$ cat src/rtl/hwag_ign_channel.sv
// Ignition coil channel: charges the coil at the set angle and sparks at the fire angle.
// Optional dwell limit enabled by defining HWAG_IGN_DWELL_LIMIT_EN.
module hwag_ign_channel #(
  parameter int unsigned ANGLE_W = 24,
  parameter int unsigned TIME_W  = 24
) (
  input  logic               clk,
  input  logic               rst,
  input  logic               ena,
  input  logic [ANGLE_W-1:0] acnt,
  input  logic [ANGLE_W-1:0] set_angle,
  input  logic [ANGLE_W-1:0] fire_angle,
  input  logic               upd,
  input  logic [TIME_W-1:0]  max_dwell,
  input  logic               flag_clr,
  output logic               out,
  output logic               fire,
  output logic               miss,
  output logic               dwell_ovf,
  output logic [1:0]         state
);

  typedef enum logic [1:0] {
    StIdle   = 2'd0,
    StArmed  = 2'd1,
    StCharge = 2'd2,
    StFire   = 2'd3
  } state_e;

  state_e             state_q;
  logic [ANGLE_W-1:0] acnt_q;
  logic [ANGLE_W-1:0] set_sh_q, fire_sh_q;
  logic [ANGLE_W-1:0] set_act_q, fire_act_q;
  logic               pend_q;
  logic               out_q, fire_q, miss_q;

  logic set_match, fire_match;
  logic charge_go, xfer, miss_set, dwell_hit;

  assign set_match  = (acnt_q == set_act_q);
  assign fire_match = (acnt_q == fire_act_q);

  // Equal set/fire angles would mean zero dwell, so charging is suppressed and miss wins.
  assign charge_go = ena && (state_q == StArmed) && set_match && !fire_match;
  assign miss_set  = ena && (state_q == StArmed) && fire_match;

  // Angles swap only while not charging, so a spark never uses a torn set/fire pair.
  assign xfer = pend_q && ((state_q == StIdle) || (state_q == StArmed)) && !charge_go;

`ifdef HWAG_IGN_DWELL_LIMIT_EN
  logic [TIME_W-1:0] timer_q;
  logic              dwell_ovf_q;

  assign dwell_hit = (max_dwell != '0) && (timer_q == max_dwell - TIME_W'(1));

  always_ff @(posedge clk or negedge rst) begin
    if (!rst) begin
      timer_q <= '0;
    end else if (charge_go) begin
      timer_q <= '0;
    end else if ((state_q == StCharge) && (timer_q != '1)) begin
      timer_q <= timer_q + TIME_W'(1);
    end
  end

  // A real fire-angle match on the same clk is a normal spark, not an overflow.
  always_ff @(posedge clk or negedge rst) begin
    if (!rst) begin
      dwell_ovf_q <= 1'b0;
    end else if (ena && (state_q == StCharge) && !fire_match && dwell_hit) begin
      dwell_ovf_q <= 1'b1;
    end else if (flag_clr) begin
      dwell_ovf_q <= 1'b0;
    end
  end

  assign dwell_ovf = dwell_ovf_q;
`else
  logic unused_max_dwell;

  assign unused_max_dwell = ^max_dwell;
  assign dwell_hit        = 1'b0;
  assign dwell_ovf        = 1'b0;
`endif

  always_ff @(posedge clk or negedge rst) begin
    if (!rst) begin
      state_q    <= StIdle;
      acnt_q     <= '0;
      set_sh_q   <= '0;
      fire_sh_q  <= '0;
      set_act_q  <= '0;
      fire_act_q <= '0;
      pend_q     <= 1'b0;
      out_q      <= 1'b0;
      fire_q     <= 1'b0;
      miss_q     <= 1'b0;
    end else begin
      acnt_q <= acnt;

      if (upd) begin
        set_sh_q  <= set_angle;
        fire_sh_q <= fire_angle;
      end

      if (upd) begin
        pend_q <= 1'b1;
      end else if (xfer) begin
        pend_q <= 1'b0;
      end

      if (xfer) begin
        set_act_q  <= set_sh_q;
        fire_act_q <= fire_sh_q;
      end

      if (miss_set) begin
        miss_q <= 1'b1;
      end else if (flag_clr) begin
        miss_q <= 1'b0;
      end

      fire_q <= 1'b0;
      if (!ena) begin
        state_q <= StIdle;
        out_q   <= 1'b0;
      end else begin
        unique case (state_q)
          StIdle: begin
            state_q <= StArmed;
            out_q   <= 1'b0;
          end
          StArmed: begin
            if (charge_go) begin
              state_q <= StCharge;
              out_q   <= 1'b1;
            end
          end
          StCharge: begin
            if (fire_match || dwell_hit) begin
              state_q <= StFire;
              out_q   <= 1'b0;
              fire_q  <= 1'b1;
            end
          end
          StFire: begin
            state_q <= StArmed;
            out_q   <= 1'b0;
          end
        endcase
      end
    end
  end

  assign out   = out_q;
  assign fire  = fire_q;
  assign miss  = miss_q;
  assign state = state_q;

endmodule
$ cat config.mk
export PLATFORM = sky130hd
export DESIGN_NAME = hwag_ign_channel
export DESIGN_NICKNAME = d
export VERILOG_FILES = /design/src/rtl/hwag_ign_channel.sv
export SDC_FILE = /design/constraint.sdc
export NUM_CORES = 1
export LEC_CHECK = 0
export CORE_MARGIN = 4
export CORE_UTILIZATION = 51
export DETAILED_ROUTE_END_ITERATION = 10
export GPL_ROUTABILITY_DRIVEN = 0
export PLACE_DENSITY = 0.83
export SYNTH_ARGS = -nofsm -noshare
export SYNTH_HDL_FRONTEND = slang
export SYNTH_SLANG_ARGS = --single-unit
$ cat constraint.sdc
create_clock -name clk -period 2.47 [get_ports clk]
set_input_delay 0.741 -clock clk [delete_from_list [all_inputs] [get_ports clk]]
set_output_delay 0.741 -clock clk [all_outputs]
set_load 0.02 [all_outputs]
==> impl_metrics.prom, run 1 <==
# TYPE chip_impl_metric gauge
chip_impl_info{name="result_of_the_run",value="complete, no violations"} 1
chip_impl_metric{name="synth_top_area_share",unit=""} 0.614
chip_impl_metric{name="grt_overflow_total",unit=""} 0
chip_impl_info{name="hold_path.class",value="in -> async"} 1
chip_impl_metric{name="final-hold-violation-count",unit=""} 0
chip_impl_metric{name="globalRouteTotalUtil",unit=""} 0.201
chip_impl_metric{name="start_util",unit=""} 0.525
chip_impl_metric{name="core_area",unit="mm²"} 0.00977
chip_impl_metric{name="fp.dieArea",unit="mm²"} 0.0117
chip_impl_metric{name="first_global_vias",unit=""} 3317
chip_impl_metric{name="post-dp-hpwl",unit="µm"} 7390
chip_impl_metric{name="maxSlewHeadroom",unit=""} 0.654
chip_impl_info{name="start_kind",value="flip-flop"} 1
chip_impl_metric{name="finalHoldWorstSlack",unit="ps"} 205
chip_impl_metric{name="fin_nets",unit=""} 555
chip_impl_metric{name="finalPower",unit="mW"} 8.26
chip_impl_metric{name="timing_max_transition_violations_final",unit=""} 0
chip_impl_metric{name="leakage",unit="nW"} 3.04
chip_impl_metric{name="ctsLongestPathBuffers",unit=""} 2
chip_impl_metric{name="floorplan.die.height",unit="µm"} 108
chip_impl_metric{name="grt_pass1_wl",unit="µm"} 17700
chip_impl_metric{name="synth_seq_area_share",unit=""} 0.614
chip_impl_metric{name="worstSkewPairLatency",unit="ps"} 510
chip_impl_metric{name="drt-initial-drc-count",unit=""} 114
chip_impl_metric{name="fmax",unit="GHz"} 0.410
chip_impl_metric{name="detail_route.vias_per_cell",unit=""} 5.33
chip_impl_metric{name="area.sequential",unit="mm²"} 0.00315
chip_impl_metric{name="drt_wl_total",unit="µm"} 11800
chip_impl_metric{name="dr_total_vias",unit=""} 3158
chip_impl_info{name="synthFlopType",value="sky130_fd_sc_hd__dfrtp_1"} 1
chip_impl_info{name="yosysMostFrequentCell",value="sky130_fd_sc_hd__dfrtp_1"} 1
chip_impl_metric{name="synth_enable_flop_cells",unit=""} 0
chip_impl_info{name="cts_tree",value="built"} 1
chip_impl_metric{name="irDropWorstVdd",unit="mV"} 0.616
chip_impl_info{name="startpoint",value="acnt_q[1]"} 1
chip_impl_metric{name="yosys_warnings",unit=""} 0
chip_impl_metric{name="num_rows",unit=""} 36
chip_impl_metric{name="post_route_cells_drive_above_1_share",unit=""} 0.331
chip_impl_metric{name="p_comb_frac",unit=""} 0.332
chip_impl_info{name="ctsRootBufferMaster",value="sky130_fd_sc_hd__clkbuf_8"} 1
chip_impl_info{name="post_synth_most_frequent_cells",value="126 x sky130_fd_sc_hd__dfrtp_1, 87 x sky130_fd_sc_hd__mux2_2, 33 x sky130_fd_sc_hd__xor2_1"} 1
chip_impl_metric{name="drcViolationCount",unit=""} 0
chip_impl_metric{name="drt.antenna.violating_nets",unit=""} 0
chip_impl_metric{name="worstPathMaxFanout",unit=""} 8
chip_impl_metric{name="internal-power",unit="mW"} 5.94
chip_impl_metric{name="wl_per_cell",unit="µm"} 19.9
chip_impl_metric{name="synth_seq_cells",unit=""} 126
chip_impl_metric{name="power_frac_seq",unit=""} 0.368
chip_impl_metric{name="n_antenna_cell",unit=""} 0
chip_impl_metric{name="worstMarginPinSlew",unit="ps"} 519
chip_impl_metric{name="numClockSinks",unit=""} 126
chip_impl_metric{name="net-switching-power",unit="mW"} 2.32
chip_impl_metric{name="chipWidth",unit="µm"} 108
chip_impl_metric{name="async_reset_ff_frac",unit=""} 1.00
chip_impl_metric{name="i_o_pin_total",unit=""} 107
chip_impl_metric{name="number_of_buffer_cells_added_on_primary_ports",unit=""} 81
chip_impl_metric{name="antenna_found_initial",unit=""} 0
chip_impl_metric{name="synthesis.area_per_instance",unit="µm²"} 15.1
chip_impl_metric{name="layout_min_cycle_time",unit="ps"} 2440
chip_impl_metric{name="setup_viol_count_final",unit=""} 0
chip_impl_info{name="classification_of_the_worst_setup_path",value="reg -> reg"} 1
chip_impl_metric{name="clock_power_share",unit=""} 0.300
chip_impl_info{name="top_area_cells_in_the_synthesized_netlist",value="sky130_fd_sc_hd__dfrtp_1 61%, sky130_fd_sc_hd__mux2_2 19%, sky130_fd_sc_hd__xor2_1 5.6%"} 1
chip_impl_info{name="rsz0062_at_grt",value="yes"} 1
chip_impl_metric{name="setup.reg_to_reg.worst_slack",unit="ps"} 30
chip_impl_metric{name="syn-num-nets",unit=""} 445
chip_impl_metric{name="syn_area",unit="mm²"} 0.00514
chip_impl_metric{name="ctsHtreeMaxLevel",unit=""} 4
chip_impl_metric{name="multi_input_comb_area",unit="mm²"} 0.00198
chip_impl_metric{name="critical_path_required",unit="ps"} 2860
chip_impl_metric{name="grt_max_degree",unit=""} 50
chip_impl_metric{name="sw_frac_of_total",unit=""} 0.281
chip_impl_metric{name="cts_buffers",unit=""} 17
chip_impl_metric{name="clk_pin_slew_worst_paths",unit="ps"} 60
chip_impl_metric{name="holdBufCountCts",unit=""} 0
chip_impl_info{name="timing.critical_path.to_type",value="flip-flop"} 1
chip_impl_info{name="worst_r2r_startpoint",value="acnt_q[1]"} 1
chip_impl_metric{name="arrival_time_at_the_worst_endpoint",unit="ps"} 2830
chip_impl_metric{name="fin_crit_sh",unit=""} 0.988
chip_impl_metric{name="timing.max_cap.violations",unit=""} 0
chip_impl_metric{name="areaGrowthSynthToFinish",unit="%"} 36.8
chip_impl_metric{name="drt-pass1-iter-count",unit=""} 8
chip_impl_metric{name="p_per_cell_area",unit="mW/mm²"} 1180
chip_impl_metric{name="fillerInstances",unit=""} 646
chip_impl_metric{name="synth.lib_cells_used.distinct",unit=""} 31
chip_impl_info{name="synthDominantAreaCellType",value="sky130_fd_sc_hd__dfrtp_1"} 1
chip_impl_metric{name="postSynthCellCount",unit=""} 340
chip_impl_metric{name="fin_worst_skew",unit="ps"} 7.85
==> power by group through the flow <==
stage / combinational [mW] / clock (mW) / sequential, mW
floorplan: 1.54 / 0 / 2.94
global placement: 2.00 / 0 / 3.01
detailed placement: 2.07 / 0 / 3.04
CTS: 2.33 / 2.50 / 3.02
global route: 2.91 / 2.59 / 3.11
finish: 2.74 / 2.48 / 3.05
==> placed cells by master, fill, tap and decap left out, types with 3 or more instances in the layout <==
cell,instances
sky130_fd_sc_hd__nand2_1,3
sky130_fd_sc_hd__nand4_1,5
sky130_fd_sc_hd__nor2_1,5
sky130_fd_sc_hd__a31oi_1,3
sky130_fd_sc_hd__nor4_2,4
sky130_fd_sc_hd__clkdlybuf4s50_1,79
sky130_fd_sc_hd__ha_1,4
sky130_fd_sc_hd__nor3_1,5
sky130_fd_sc_hd__a221oi_1,3
sky130_fd_sc_hd__clkbuf_1,3
sky130_fd_sc_hd__mux2_4,31
sky130_fd_sc_hd__xnor2_1,15
sky130_fd_sc_hd__mux2_2,65
sky130_fd_sc_hd__bufinv_16,4
sky130_fd_sc_hd__nor4_1,4
sky130_fd_sc_hd__buf_4,12
sky130_fd_sc_hd__dfrtp_1,126
sky130_fd_sc_hd__inv_1,6
sky130_fd_sc_hd__xor2_1,33
sky130_fd_sc_hd__buf_12,6
sky130_fd_sc_hd__clkbuf_16,18
==> flip-flops by register name, summed over array words and instances, names as in the netlist <==
name        cells
acnt_q         24
fire            1
fire_act_q     24
fire_sh_q      24
miss            1
out             1
pend_q          1
set_act_q      24
set_sh_q       24
state           2
==> worst max-delay path, stage by stage, from the launching register on <==
cell and delay, ps:
sky130_fd_sc_hd__dfrtp_1 410, sky130_fd_sc_hd__xor2_1 190, sky130_fd_sc_hd__nor4_2 300, sky130_fd_sc_hd__buf_4 170, sky130_fd_sc_hd__nand4_1 130, sky130_fd_sc_hd__or2_4 290, sky130_fd_sc_hd__a21oi_4 200, sky130_fd_sc_hd__bufbuf_16 320
sky130_fd_sc_hd__mux2_2 330
==> stage by stage <==
step | TNS, ps | area [µm²] | instances | setup WS [ps] | util
5_1_grt | -855 | 7030 | 592 | -52.4 | 0.719
4_1_cts | -35.8 | 6850 | 588 | -10.1 | 0.701
6_report | 0 | 7030 | 592 | 28.4 | 0.719
2_1_floorplan | 0 | 5140 | 340 | 170 | -
3_3_place_gp | -4320 | 6200 | 557 | -151 | 0.634
3_5_place_dp | -4520 | 6200 | 557 | -156 | 0.634
==> per-layer routing <==
metal / vias to the layer above / share of wire / GRT usage
li1: 1409 / - / -
met1: 1612 / 0.40 / 0.252
met2: 108 / 0.52 / 0.343
met3: 29 / 0.051 / 0.0484
met4: 0 / 0.025 / 0.0676
met5: - / 0 / 0
==> worst paths after layout <==
| check | endpoint | cells past startpoint |
|---|---|---|
| max | set_act_q[0] | 8 |
| min | fire_sh_q[10] | 1 |
| max reg2reg | set_act_q[0] | 8 |
| min reg2reg | fire_sh_q[1] | 1 |
| max in group asynchronous | set_sh_q[18] | 2 |
| min in group clk | fire_sh_q[1] | 1 |
==> timing repair <==
item,4_1_cts,5_1_grt
endpoints found under the hold margin,0,0
cloned,1,2
pin swaps,3,2
setup endpoints to repair,41,48
setup buffers,2,2
resized for setup,6,28
==> cell type report <==
type / count / area share
Inverter: 6 / 0.00320
Sequential cell: 126 / 0.449
Multi-Input combinational cell: 195 / 0.282
Clock inverter: 7 / 0.0199
Timing Repair Buffer: 104 / 0.160
Clock buffer: 21 / 0.0625
Tap cell: 133 / 0.0237
==> logic make-up (layout without fill, tap and decap cells) <==
kind of cell               after synthesis  in the layout  synth area share
DFF                                    126            126             0.614
buffers and inverters                   19            138            0.0219
other                                    1              1          0.000730
and+or+nand+nor                         32             32            0.0339
adders and majority gates                4              4           0.00974
muxes                                   96             96             0.217
AOI/OAI and AO/OA                       14             14            0.0210
xor gates and xnor gates                48             48            0.0819
No activity file was read; power rests on OpenSTA's default activity.
==> run 2, diff against run 1 <==
Settings changed: HOLD_SLACK_MARGIN set to 0.03, SLEW_MARGIN set to 20.
==> results of run 2 <==
Same layout as run 1: the final DEF is identical, and so are final timing and power.
